**config.mk**
```make
export PLATFORM = sky130hd
export DESIGN_NAME = cnt_sweep_ctrl
export DESIGN_NICKNAME = d
export VERILOG_FILES = /design/src/rtl/cnt_sweep_ctrl.sv
export SDC_FILE = /design/constraint.sdc
export NUM_CORES = 1
export LEC_CHECK = 0
export ABC_AREA = 0
export BUFFER_PORTS_ARGS = -buffer_cell sky130_fd_sc_hd__buf_2
export CORE_UTILIZATION = 50
export CTS_CLUSTER_DIAMETER = 200
export DETAILED_ROUTE_END_ITERATION = 12
export GPL_TIMING_DRIVEN = 0
export PLACE_DENSITY_LB_ADDON = 0.08
export SLEW_MARGIN = 15
export SYNTH_ARGS = -nofsm -noshare
export SYNTH_HDL_FRONTEND = slang
export SYNTH_SLANG_ARGS = --single-unit
export TNS_END_PERCENT = 10
```
**constraint.sdc**
```tcl
create_clock -name clk_i -period 2.6 [get_ports clk_i]
set_input_delay 0.52 -clock clk_i [delete_from_list [all_inputs] [get_ports clk_i]]
set_output_delay 0.52 -clock clk_i [all_outputs]
set_load 0.005 [all_outputs]
```
**src/rtl/cnt_sweep_ctrl.sv**
```systemverilog
// cnt_sweep_ctrl: sequencer for a univ_bin_counter. It runs up, down or
// bounce sweeps between a lower and upper bound for a programmed number of
// passes, with start/busy/done handshake, pause and abort. The counter value
// is read back on cnt_q_i so the sequencer never steps past a bound.
module cnt_sweep_ctrl #(
    parameter int N      = 4,
    parameter int REPS_W = 4
) (
    input  logic              clk_i,
    input  logic              reset_i,
    input  logic              start_i,
    input  logic [1:0]        mode_i,
    input  logic [N-1:0]      lo_i,
    input  logic [N-1:0]      hi_i,
    input  logic [REPS_W-1:0] reps_i,
    input  logic              pause_i,
    input  logic              abort_i,
    input  logic [N-1:0]      cnt_q_i,
    output logic              cnt_syn_clr_o,
    output logic              cnt_load_o,
    output logic              cnt_en_o,
    output logic              cnt_up_o,
    output logic [N-1:0]      cnt_d_o,
    output logic              busy_o,
    output logic              done_o,
    output logic              err_o,
    output logic [REPS_W-1:0] pass_cnt_o
);

    typedef enum logic [2:0] {
        S_IDLE,
        S_LOAD,
        S_RUN,
        S_CLR,
        S_DONE
    } state_t;

    localparam logic [1:0] MODE_DOWN   = 2'b01;
    localparam logic [1:0] MODE_BOUNCE = 2'b10;

    state_t              state_q, state_d;
    logic [N-1:0]        lo_q, lo_d;
    logic [N-1:0]        hi_q, hi_d;
    logic [REPS_W-1:0]   reps_q, reps_d;
    logic [REPS_W-1:0]   pass_cnt_q, pass_cnt_d;
    logic                dir_q, dir_d;      // 1 = counting up towards hi
    logic                bounce_q, bounce_d;
    logic                err_q, err_d;

    // Bound the counter is heading for in the current pass.
    logic [N-1:0]        target;
    logic                at_target;
    logic [REPS_W-1:0]   pass_inc;

    assign target    = dir_q ? hi_q : lo_q;
    assign at_target = (cnt_q_i == target);
    assign pass_inc  = pass_cnt_q + 1'b1;

    // State and configuration registers.
    always_ff @(posedge clk_i) begin
        if (reset_i) begin
            state_q    <= S_IDLE;
            lo_q       <= '0;
            hi_q       <= '0;
            reps_q     <= '0;
            pass_cnt_q <= '0;
            dir_q      <= 1'b0;
            bounce_q   <= 1'b0;
            err_q      <= 1'b0;
        end else begin
            state_q    <= state_d;
            lo_q       <= lo_d;
            hi_q       <= hi_d;
            reps_q     <= reps_d;
            pass_cnt_q <= pass_cnt_d;
            dir_q      <= dir_d;
            bounce_q   <= bounce_d;
            err_q      <= err_d;
        end
    end

    // Next-state logic: start acceptance, pass accounting and abort handling.
    always_comb begin
        state_d    = state_q;
        lo_d       = lo_q;
        hi_d       = hi_q;
        reps_d     = reps_q;
        pass_cnt_d = pass_cnt_q;
        dir_d      = dir_q;
        bounce_d   = bounce_q;
        err_d      = 1'b0;

        case (state_q)
            S_IDLE: begin
                if (start_i) begin
                    if (lo_i <= hi_i) begin
                        lo_d       = lo_i;
                        hi_d       = hi_i;
                        reps_d     = reps_i;
                        pass_cnt_d = '0;
                        dir_d      = (mode_i != MODE_DOWN);
                        bounce_d   = (mode_i == MODE_BOUNCE);
                        state_d    = S_LOAD;
                    end else begin
                        err_d = 1'b1;
                    end
                end
            end
            S_LOAD: begin
                state_d = abort_i ? S_CLR : S_RUN;
            end
            S_RUN: begin
                if (abort_i) begin
                    // Abort wins over a pass completing in the same cycle.
                    state_d = S_CLR;
                end else if (!pause_i && at_target) begin
                    pass_cnt_d = pass_inc;
                    if ((reps_q != '0) && (pass_inc == reps_q)) begin
                        state_d = S_DONE;
                    end else if (bounce_q) begin
                        // Counter already sits on the new start bound.
                        dir_d = ~dir_q;
                    end else begin
                        state_d = S_LOAD;
                    end
                end
            end
            S_CLR: begin
                pass_cnt_d = '0;
                state_d    = S_IDLE;
            end
            S_DONE: begin
                state_d = S_IDLE;
            end
            default: begin
                state_d = S_IDLE;
            end
        endcase
    end

    // Counter control outputs; only the enable looks at live inputs.
    always_comb begin
        cnt_syn_clr_o = 1'b0;
        cnt_load_o    = 1'b0;
        cnt_en_o      = 1'b0;
        cnt_up_o      = 1'b0;
        cnt_d_o       = '0;
        busy_o        = 1'b0;
        done_o        = 1'b0;

        case (state_q)
            S_LOAD: begin
                busy_o     = 1'b1;
                cnt_load_o = 1'b1;
                cnt_up_o   = dir_q;
                cnt_d_o    = dir_q ? lo_q : hi_q;
            end
            S_RUN: begin
                busy_o   = 1'b1;
                cnt_up_o = dir_q;
                cnt_en_o = !pause_i && !at_target;
            end
            S_CLR: begin
                busy_o        = 1'b1;
                cnt_syn_clr_o = 1'b1;
            end
            S_DONE: begin
                done_o = 1'b1;
            end
            default: begin
            end
        endcase
    end

    assign err_o      = err_q;
    assign pass_cnt_o = pass_cnt_q;

endmodule

```
==> insert_results.sql <==
INSERT INTO impl_metrics (metric_group, metric, value, unit) VALUES
('outcome', 'outcome', 'complete, no violations', ''),
('clock_network', 'postCtsSetupBuffers', '0', ''),
('sta', 'finalMaxSlewViolations', '0', ''),
('synth', 'main_synth_ff_type', 'sky130_fd_sc_hd__dfxtp_1', ''),
('global_routing', 'grt_first_pass_wirelength', '5630', 'um'),
('routing', 'average_wire_per_cell_in_the_routed_design', '13.8', 'um'),
('critical_path', 'path_max_fanout', '10', ''),
('sta', 'skew', '0.00384', 'ns'),
('synth', 'synthesis.area', '0.00142', 'mm2'),
('floorplanning', 'total_die_area', '0.00306', 'mm2'),
('synth', 'synth.top_cell.area_share', '0.310', ''),
('final_layout', 'area.growth.synth_to_final', '19.4', '%'),
('sta', 'final_hold_violating_endpoints', '0', ''),
('synth', 'synth.top_cells.by_area', 'sky130_fd_sc_hd__dfxtp_1, sky130_fd_sc_hd__mux2i_1, sky130_fd_sc_hd__nor2_1, sky130_fd_sc_hd__ha_1, sky130_fd_sc_hd__xor2_1', ''),
('critical_path', 'worstSetupStartpoint', 'dir_q', ''),
('power', 'power_density', '603', 'mW/mm2'),
('synth', 'syn_inst', '173', ''),
('critical_path', 'cp-start-kind', 'flop', ''),
('clock_network', 'cts-htree-levels', '1', ''),
('hold_path', 'hold_start', 'reps_i[2]', ''),
('critical_path', 'register_to_register_path_depth', '8', ''),
('sta', 'fmaxAchievable', '0.423', 'GHz'),
('critical_path', 'cp_required', '2.08', 'ns'),
('critical_path', 'crit-reg2reg-capture', 'lo_q[3]', ''),
('global_routing', 'grt_pass1_vias', '1258', ''),
('synth', 'synth-seq-area-share', '0.310', ''),
('routing', 'routed_via_density', '5.65', ''),
('sta', 'finalWorstPathRequiredPeriod', '2.36', 'ns'),
('power', 'power.leakage', '0.000754', 'uW'),
('place', 'place_hpwl', '2660', 'um'),
('routing', 'pre_repair_dr_iteration_count', '4', ''),
('synth', 'main_combinational_cell_family_by_area_after_synthesis', 'simple AND/OR/NAND/NOR gates', ''),
('floorplanning', 'die_height', '55.3', 'um'),
('critical_path', 'crit-reg2reg-launch', 'state_q[0]', ''),
('clock_network', 'numCtsBuffers', '3', ''),
('critical_path', 'cp-end-kind', 'primary output', ''),
('floorplanning', 'ioPinCount', '38', ''),
('synth', 'synthDominantAreaCellType', 'sky130_fd_sc_hd__dfxtp_1', ''),
('critical_path', 'worst-path-stages', '6', ''),
('floorplanning', 'die-width', '55.3', 'um'),
('global_routing', 'number_of_antenna_violations_at_the_first_check_in_global_routing', '0', ''),
('sta', 'worstMarginPinSlew', '0.502', 'ns'),
('clock_network', 'cts.reportedPaths.clkPinSlew', '0.13', 'ns'),
('critical_path', 'worstSetupEndpoint', 'cnt_en_o', ''),
('sta', 'tcrit_tclk_final', '0.909', ''),
('global_routing', 'globalRoute.totalOverflow', '0', ''),
('routing', 'remaining_drc_errors', '0', ''),
('floorplanning', 'initial_utilization', '0.549', ''),
('final_layout', 'mostFrequentLayoutCell', 'sky130_fd_sc_hd__buf_2', ''),
('sta', 'setup_tns', '0', 'ns'),
('final_layout', 'diodes', '0', ''),
('routing', 'routed-via-count', '1379', ''),
('synth', 'post_synth.cell_area_avg', '8.22', 'um2'),
('critical_path', 'timing.critical_path.slowest_cell_delay', '0.38', 'ns'),
('synth', 'post_synth_and_or_nand_nor_area_fraction', '0.245', ''),
('clock_network', 'tritoncts', 'yes', ''),
('final_layout', 'drive_gt1_frac', '0.234', ''),
('final_layout', 'final_net_count', '243', ''),
('critical_path', 'startpoint_to_endpoint_class_of_the_critical_path', 'flop to primary output', ''),
('synth', 'synth.mux.area_fraction', '0.155', ''),
('critical_path', 'cp_slowest_cell', 'sky130_fd_sc_hd__dfxtp_1', ''),
('final_layout', 'layout.filler_cells', '228', ''),
('synth', 'ys_ff_latch', '22', ''),
('critical_path', 'worst-path-buf-inv', '2', ''),
('sta', 'worst_slew_margin_rel', '0.665', ''),
('clock_network', 'clock_path_buffers', '2', ''),
('routing', 'first_iter_violations', '63', ''),
('place', 'portBuffers', '37', ''),
('critical_path', 'timing.critical_path.arrival', '1.84', 'ns'),
('critical_path', 'path_cells', 'buf_6 -> mux2i_1 -> xor2_1 -> and4_2 -> nor3_1 -> buf_2', ''),
('sta', 'grt_setup_unrepaired', 'no', '');
==> how the worst min path moves through the flow <==
| stage | endpoint | slack [ns] | depth (start not counted) |
|---|---|---|---|
| 2_1_floorplan | bounce_q | 0.45 | 2 |
| 3_3_place_gp | bounce_q | 0.48 | 2 |
| 3_5_place_dp | bounce_q | 0.47 | 2 |
| 4_1_cts | reps_q[2] | 0.44 | 3 |
| 5_1_grt | reps_q[1] | 0.44 | 3 |
| 6_report | reps_q[2] | 0.44 | 3 |
==> cells by family (layout without fill, tap and decap cells) <==
family	count (synthesis)	count (layout)
buf+inv	17	58
simple gates	69	69
compound gates	29	29
flops	22	22
xor+xnor	9	9
mux	22	22
fa+ha+maj	5	5
==> registers in the layout (all words and copies together) (netlist names) <==
name and flops:
pass_cnt_o 4, state_q 3, hi_q 4, lo_q 4, reps_q 4, dir_q 1, bounce_q 1, err_o 1
==> worst register-to-register path, stage by stage, from the launching register on <==
cell and delay, ns:
sky130_fd_sc_hd__dfxtp_1 0.32, sky130_fd_sc_hd__buf_2 0.17, sky130_fd_sc_hd__or2_2 0.34, sky130_fd_sc_hd__nor2_1 0.21, sky130_fd_sc_hd__and3_1 0.20, sky130_fd_sc_hd__buf_2 0.18, sky130_fd_sc_hd__buf_4 0.24, sky130_fd_sc_hd__mux2i_1 0.22
sky130_fd_sc_hd__nor2_1 0.05
==> final cells by class <==
| class | instances | area, um2 | share of cell area |
|---|---|---|---|
| plain buffers | 8 | 43.8 | 0.0258 |
| clock buffers | 3 | 22.5 | 0.0133 |
| clock inverters | 1 | 30.0 | 0.0177 |
| inverters | 9 | 33.8 | 0.0199 |
| multi-input cells | 134 | 903 | 0.532 |
| flip-flops and latches | 22 | 440 | 0.260 |
| well taps | 30 | 37.5 | 0.0221 |
| repair buffers | 37 | 185 | 0.109 |
==> synthesized netlist by cell type, types with 2 or more instances <==
cell / count
sky130_fd_sc_hd__a21oi_1: 9
sky130_fd_sc_hd__a311oi_1: 2
sky130_fd_sc_hd__and2_1: 2
sky130_fd_sc_hd__and3_1: 2
sky130_fd_sc_hd__buf_2: 2
sky130_fd_sc_hd__clkbuf_1: 4
sky130_fd_sc_hd__dfxtp_1: 22
sky130_fd_sc_hd__ha_1: 5
sky130_fd_sc_hd__inv_1: 9
sky130_fd_sc_hd__mux2i_1: 22
sky130_fd_sc_hd__nand2_1: 9
sky130_fd_sc_hd__nand2b_1: 3
sky130_fd_sc_hd__nand3_1: 3
sky130_fd_sc_hd__nand3b_1: 3
sky130_fd_sc_hd__nor2_1: 28
sky130_fd_sc_hd__nor2b_1: 3
sky130_fd_sc_hd__nor3_1: 6
sky130_fd_sc_hd__o211ai_1: 3
sky130_fd_sc_hd__o21ai_0: 5
sky130_fd_sc_hd__o31ai_1: 3
sky130_fd_sc_hd__or2_2: 3
sky130_fd_sc_hd__xnor2_1: 3
sky130_fd_sc_hd__xor2_1: 6
==> through the flow <==
stage	total power (uW)	cells	setup slack [ns]	hold slack [ns]	cell area, um2
after CTS	1030	244	0.235	0.435	1700
final	1020	244	0.237	0.438	1700
after detailed placement	764	240	0.104	0.473	1640
after global placement	754	240	0.137	0.476	1640
after floorplan	665	173	0.463	0.455	1420
after global routing	1090	244	0.140	0.441	1700
==> per-layer routing <==
metal / GRT usage / vias to the layer above / wire, um / share of wire
li1: - / 692 / - / -
met1: 0.317 / 634 / 1640 / 0.49
met2: 0.372 / 51 / 1530 / 0.45
met3: 0.0234 / 2 / 177 / 0.053
met4: 0.0429 / 0 / 15 / 0.0045
met5: 0 / - / 0 / 0
==> report_power, final <==
| part | switching (uW) | internal, uW | total [uW] |
|---|---|---|---|
| Sequential | 26.3 | 369 | 395 |
| Combinational | 201 | 164 | 365 |
| Clock | 109 | 156 | 264 |
Power figures use the tool's default switching activity.
